[src/rtl/fetch_unit.sv]
// rtl/fetch_unit.sv - instruction fetch stage: program counter, in-order imem requests,
// response buffer to decode, and flush/restart on redirect
module fetch_unit #(
   parameter logic [31:0] RESET_PC   = 32'h0000_0000,
   parameter int          FIFO_DEPTH = 4
) (
   input  logic        clk,
   input  logic        rst,
   output logic        imem_req_valid,
   input  logic        imem_req_ready,
   output logic [31:0] imem_addr,
   input  logic        imem_resp_valid,
   input  logic [31:0] imem_resp_data,
   input  logic        redirect_valid,
   input  logic [31:0] redirect_pc,
   output logic        if_valid,
   input  logic        if_ready,
   output logic [31:0] if_instr,
   output logic [31:0] if_pc
);
   localparam int AW = $clog2(FIFO_DEPTH);
   localparam int CW = AW + 1;
   localparam logic [CW:0] DEPTH_W = (CW + 1)'(FIFO_DEPTH);

   logic [31:0]   fetch_pc;
   logic [31:0]   resp_pc;
   logic [CW-1:0] outstanding;
   logic [CW-1:0] drop_cnt;
   logic [CW-1:0] count;
   logic [AW-1:0] wr_ptr;
   logic [AW-1:0] rd_ptr;
   logic [31:0]   fifo_pc    [FIFO_DEPTH];
   logic [31:0]   fifo_instr [FIFO_DEPTH];

   logic [CW:0]   credit_used;
   logic [31:0]   redirect_target;
   logic          req_fire;
   logic          drop;
   logic          push;
   logic          pop;
   logic [CW-1:0] resp_dec;

   assign redirect_target = {redirect_pc[31:2], 2'b00};
   // Credit counts buffered entries plus in-flight requests; a same-cycle pop is not credited.
   assign credit_used     = {1'b0, count} + {1'b0, outstanding};
   assign imem_req_valid  = !rst && !redirect_valid && (credit_used < DEPTH_W);
   assign imem_addr       = fetch_pc;

   assign if_valid = !rst && (count != '0) && !redirect_valid;
   assign if_instr = fifo_instr[rd_ptr];
   assign if_pc    = fifo_pc[rd_ptr];

   assign req_fire = imem_req_valid && imem_req_ready;
   assign drop     = imem_resp_valid && (drop_cnt != '0);
   assign push     = imem_resp_valid && (drop_cnt == '0);
   assign pop      = if_valid && if_ready;
   assign resp_dec = CW'(imem_resp_valid);

   always_ff @(posedge clk) begin
      if (rst) begin
         fetch_pc    <= RESET_PC;
         resp_pc     <= RESET_PC;
         outstanding <= '0;
         drop_cnt    <= '0;
         count       <= '0;
         wr_ptr      <= '0;
         rd_ptr      <= '0;
         for (int i = 0; i < FIFO_DEPTH; i++) begin
            fifo_pc[i]    <= '0;
            fifo_instr[i] <= '0;
         end
      end else if (redirect_valid) begin
         fetch_pc    <= redirect_target;
         resp_pc     <= redirect_target;
         count       <= '0;
         wr_ptr      <= '0;
         rd_ptr      <= '0;
         outstanding <= outstanding - resp_dec;
         // Every request still in flight after this cycle belongs to the abandoned path,
         // including ones already marked for dropping by an earlier redirect.
         drop_cnt    <= outstanding - resp_dec;
      end else begin
         if (req_fire) begin
            fetch_pc <= fetch_pc + 32'd4;
         end
         outstanding <= outstanding + CW'(req_fire) - resp_dec;
         if (drop) begin
            drop_cnt <= drop_cnt - CW'(1);
         end
         if (push) begin
            fifo_pc[wr_ptr]    <= resp_pc;
            fifo_instr[wr_ptr] <= imem_resp_data;
            wr_ptr             <= wr_ptr + AW'(1);
            resp_pc            <= resp_pc + 32'd4;
         end
         if (pop) begin
            rd_ptr <= rd_ptr + AW'(1);
         end
         count <= count + CW'(push) - CW'(pop);
      end
   end
endmodule

[config.mk]
export PLATFORM = sky130hd
export DESIGN_NAME = fetch_unit
export DESIGN_NICKNAME = d
export VERILOG_FILES = /design/src/rtl/fetch_unit.sv
export SDC_FILE = /design/constraint.sdc
export NUM_CORES = 1
export LEC_CHECK = 0
export CORE_MARGIN = 4
export CORE_UTILIZATION = 51
export CTS_BUF_LIST = sky130_fd_sc_hd__clkbuf_16
export DETAILED_ROUTE_END_ITERATION = 10
export MAX_ROUTING_LAYER = met4
export PLACE_DENSITY = 0.87
export SETUP_SLACK_MARGIN = 0.1
export SYNTH_ARGS = -nofsm -noshare
export SYNTH_HDL_FRONTEND = slang
export SYNTH_SLANG_ARGS = --single-unit
[constraint.sdc]
create_clock -name clk -period 6.23 [get_ports clk]
set_input_delay 0.623 -clock clk [delete_from_list [all_inputs] [get_ports clk]]
set_output_delay 0.623 -clock clk [all_outputs]
set_load 0.01 [all_outputs]
* After elaboration in Yosys (flattened, before gate mapping)
Memories as Yosys holds them, arrays and structs flattened. A register that Yosys moved wholly into a read port is not among the register bits. Cells that the tools add are included.
Word-level totals: output and inout port bits 98, logic and storage cells 65, memory bits (writable) 256, memories 2, bits in registers 77
Memory list:
- fifo_instr | depth 4, bits a word 32, rd ports 1, clocked after Yosys merged registers in 1, wr ports 4, line 33 | logic [31:0] fifo_instr [FIFO_DEPTH];
- fifo_pc | depth 4, bits a word 32, rd ports 1, clocked after Yosys merged registers in 1, wr ports 4, line 32 | logic [31:0] fifo_pc [FIFO_DEPTH];
Cells by class: $add $sub $neg 11, magnitude comparators 1, muxes and demuxes 23, reduce and logical (&&, ||, !) cells 19
Operators by type and width (count):
- $mux W32 | 6
- $add A32 B3 Y32 const B | 2
- $reduce_or A32 Y1 | 2
- $mux W2 | 6
- $mux W3 | 3
- $sub A3 B1 Y3 | 3
- $logic_and A1 B1 Y1 | 8
- $mux W1 | 8
- $add A3 B1 Y3 | 2
- $reduce_bool A2 Y1 | 3
- $reduce_bool A3 Y1 | 2
- $add A2 B1 Y2 const B | 2
- $add A3 B3 Y4 | 1
- $lt A4 B3 Y1 const B | 1
- $logic_not A3 Y1 | 1
- $sub A3 B1 Y3 const B | 1
- $logic_not A1 Y1 | 2
- $reduce_or A2 Y1 | 1

* Longest topological paths before layout
word-level depth 8, mapped depth 13, gate-level depth less buffers 12

* Least setup slack after synthesis
Ideal clock, no wire load.
path kind input port to flip-flop, from input imem_resp_valid, to memory fifo_instr[1][0], enable pin, required time 5.656 ns, cell stages on the path 5, setup time 0.574 ns, setup slack -0.300 ns, data arrival time 5.956 ns, path buffers 2, path through and3b_1 > clkbuf_1 > buf_1 > nand2_1 > o31ai_1
RTL lines:
- from (decl) | line 12 | input logic imem_resp_valid,
- to (decl) | line 33

* Final worst setup path
from input redirect_valid, to output if_valid
Between the ends: cells in the longest elaborated chain, start to end 2
Ends and longest elaborated chain:
- from (decl) | line 14 | input logic redirect_valid,
- $logic_not A1 Y1 | line 49 | assign if_valid = !rst && (count != '0) && !redirect_valid;
- $logic_and A1 B1 Y1 | line 49
- to (decl) | line 16 | output logic if_valid,
Every way passes these cells.

==> flow_metrics.tcl <==
set metrics [dict create \
    grt_usage 0.2264 \
    cts_resized 0 \
    multi_input_area_sq_um 5538 \
    rsz0062_at_grt "no" \
    intPower_mw 3.701 \
    outcome "finished clean" \
    crit_buf_inv 4 \
    layout.cells.non_filler 1668 \
    drtIter0Drc 746 \
    switchingPower_mw 1.128 \
    pwr-share-comb 0.092 \
    via_count 9879 \
    setup_slack_ps 2247 \
    cp_top_family "buffers and inverters" \
    yosysSeqAreaShare 0.6016 \
    clockBufferDepth 3 \
    numCtsBuffers 34 \
    port-buffer-count 161 \
    dp_hpwl_microns 21490 \
    leakage_nw 6.542 \
    skew_ps 15.42 \
    cts_tree "yes" \
    core_region_area_sq_um 28700 \
    reg2reg_to "fifo_pc[3][5]$_DFFE_PP_" \
    first_global_vias 10099 \
    crit_path_cell_trace "clkdlybuf4s50_1 > buf_4 > clkinv_1 > nand2_1 > nor2_1 > clkdlybuf4s50_1" \
    cp.required_ps 5610 \
    insertion_delay_ps 520 \
    path_class "input port to primary output" \
    cts_hold_buf 0 \
    crit_path_start_kind "input port" \
    synth-async-reset-ratio 0 \
    synth_cell_type_count 71 \
    yosysWarningCount 0 \
    grt_pass1_wl_microns 54630 \
    worst_hold_path_type "flip-flop to flip-flop" \
    rows 62 \
    syn_inst 1123 \
    dp_slack_ps 1927 \
    areaGrowthSynthToFinish_pct 19.94 \
    power.share.clock 0.389 \
    dieArea_sq_um 31960 \
    max_freq_mhz 251.1 \
    syn_area_sq_um 14880 \
    fin_nets 1344 \
    synth_seq_cells 323 \
    powerDensity_nw_per_um2 270.7 \
    grt_antenna_before_repair 0 \
    final_max_slew_viol_count 0 \
    initial_core_util 0.5183 \
    final_layout_size_suffix_gt1_frac 0.1184 \
    clock_sinks 323 \
    rr_startpoint "drop_cnt[0]$_SDFFE_PP0P_" \
    gp_congestion 0.8784 \
    whs_path_depth 2 \
    peakVddDrop_v 0.0001583 \
    synth_edf_count 248 \
    finalCritPeriodShare 0.6394 \
    syn_area_per_cell_sq_um 13.25 \
    fin_crit_ps 3983 \
    rrSetupSlack_ps 2920 \
    worst_pin_slew_ps 1106 \
    synth-main-ff-cell "edfxtp_1" \
    critPathMaxFanout 35 \
    grt-ovfl-total 0 \
    fillCellCount 2101 \
    post_cts_buffers 0 \
    htreeDepth 2 \
    drc 0 \
    whs_ps 532.5 \
    antenna_cells 0 \
    p_seq_frac 0.519 \
    drv_cap 0 \
    grt_max_degree 68 \
    cts_root_buffer "clkbuf_16" \
    rr_worst_depth 6 \
    seq_area_sq_um 8954 \
    slew_headroom 0.2625 \
    crit_path_max_incr_delay_ps 690 \
    viasPerCell 5.923 \
    die_h_microns 178.8 \
    setup_tns_ps 0 \
    antenna_left 0 \
    drt_wl_total_microns 35280 \
    dieWidth_microns 178.8 \
    worstHoldStart "imem_addr[16]$_SDFFE_PP0P_" \
    min_to "imem_addr[16]$_SDFFE_PP0P_" \
    sw_frac_of_total 0.2336 \
    dp_cells 1608 \
    hold_violations 0 \
    wl_per_cell_microns 21.15 \
    boundaryPins 168 \
    cp_common_cell "clkdlybuf4s50_1" \
    worstPathArrival_ps 3360 \
    postLayoutCoreUtil 0.6216 \
    clk_pin_slew_ps 60 \
    slowest_stage "clkinv_1" \
    dr.pass1.iters 6 \
    end_kind "primary output" \
    setup_violations 0 \
]
worst min-delay path: stages (launching register included):
cell and delay [ps]:
dfxtp_1 340, o21ai_0 80, a21oi_1 70
logic make-up after synthesis:
| kind of cell | after synthesis | synth area share |
|---|---|---|
| buffers and inverters | 104 | 0.02952 |
| multiplexers | 65 | 0.09606 |
| other | 1 | 0.0002521 |
| AND/OR/NAND/NOR | 460 | 0.1842 |
| flip-flops | 323 | 0.6016 |
| adder cells (fa/ha/maj) | 14 | 0.01278 |
| XOR/XNOR | 46 | 0.02708 |
| AO/OA/AOI/OAI | 110 | 0.04853 |
per-stage QoR:
stage               instance area (sq um)  total power [mW]
CTS                                 17840             4.858
finish                              17840             4.829
global route                        17840             4.996
detailed placement                  16820             2.994
global placement                    16820             2.972
floorplan                           14890             2.762
routing by layer:
metal | global-route usage | share of wire
met2 | 0.3719 | 0.50
met1 | 0.3015 | 0.41
met4 | 0.05405 | 0.018
met5 | - | 0
met3 | 0.03395 | 0.079
Yosys cell counts, drive strengths merged (2+ instances only):
| cell | count | share of area |
|---|---|---|
| mux4 | 62 | 0.094 |
| a211oi | 13 | 0.0066 |
| edfxtp | 248 | 0.50 |
| fa | 2 | 0.0027 |
| and2 | 189 | 0.080 |
| nor4 | 12 | 0.0069 |
| nor2 | 45 | 0.012 |
| nor3 | 11 | 0.0045 |
| a22oi | 3 | 0.0015 |
| o311ai | 3 | 0.0018 |
| o21a | 8 | 0.0040 |
| and4 | 10 | 0.0066 |
| o211ai | 4 | 0.0020 |
| nand2 | 49 | 0.012 |
| o21ai | 18 | 0.0061 |
| clkbuf | 56 | 0.014 |
| and3 | 74 | 0.031 |
| or3 | 4 | 0.0017 |
| xnor2 | 21 | 0.012 |
| mux2 | 2 | 0.0015 |
| or4 | 2 | 0.0013 |
| a21oi | 24 | 0.0081 |
| a311oi | 2 | 0.0012 |
| a41o | 2 | 0.0013 |
| inv | 24 | 0.0066 |
| a21boi | 16 | 0.0081 |
| or2 | 3 | 0.0013 |
| buf | 23 | 0.0085 |
| dfxtp | 75 | 0.10 |
| nand2b | 2 | 0.00084 |
| and3b | 2 | 0.0012 |
| a31oi | 12 | 0.0050 |
| nand4 | 21 | 0.010 |
| nand3 | 27 | 0.0094 |
| xor2 | 25 | 0.015 |
| nand3b | 2 | 0.0010 |
| nor3b | 3 | 0.0022 |
| ha | 12 | 0.010 |
power groups by stage:
| stage | registers, mW | logic, mW | clock network (mW) |
|---|---|---|---|
| after global placement | 2.54 | 0.435 | 0 |
| final | 2.51 | 0.446 | 1.88 |
| after CTS | 2.50 | 0.448 | 1.91 |
| after global routing | 2.52 | 0.482 | 2.00 |
| after detailed placement | 2.55 | 0.445 | 0 |
| after floorplan | 2.52 | 0.238 | 0 |
worst max path at each step:
| stage | start | endpoint | slack, ps | cells after the start |
|---|---|---|---|---|
| after floorplan | imem_resp_valid | fifo_instr[1][0]$_SDFFCE_PN0P_ | 1640 | 5 |
| after global placement | redirect_valid | fifo_instr[2][7]$_SDFFCE_PN0P_ | 1980 | 8 |
| after detailed placement | redirect_valid | fifo_instr[2][6]$_SDFFCE_PN0P_ | 1930 | 8 |
| after CTS | redirect_valid | if_valid | 2260 | 6 |
| after global routing | redirect_valid | if_valid | 2080 | 6 |
| final | redirect_valid | if_valid | 2250 | 6 |
area by class of cell:
type / instances / area share
multi-input cells: 699 / 0.3104
inverters: 25 / 0.005680
repair buffers: 177 / 0.09776
clock inverters: 25 / 0.008345
well taps: 384 / 0.02693
flip-flops and latches: 323 / 0.5018
clock buffers: 35 / 0.04909
flip-flops by register name (all words and copies together) (netlist names), 3 cells and up, named ones only:
register / count
drop_cnt: 3
imem_addr: 30
count: 3
outstanding: 3
fifo_instr: 128
fifo_pc: 120
resp_pc: 30
placed cells by master, fill, tap and decap left out, drive strengths merged, types with 18 or more instances in the layout:
master | netlist | final
xor2 | 25 | 25
inv | 24 | 39
nand2 | 49 | 49
mux4 | 62 | 62
nand4 | 21 | 21
edfxtp | 248 | 248
clkbuf | 56 | 35
o21ai | 18 | 18
a21oi | 24 | 24
dfxtp | 75 | 75
nor2 | 45 | 45
clkdlybuf4s50 | 0 | 161
xnor2 | 21 | 21
and2 | 189 | 189
and3 | 74 | 74
nand3 | 27 | 27
Power figures use the tool's default switching activity.
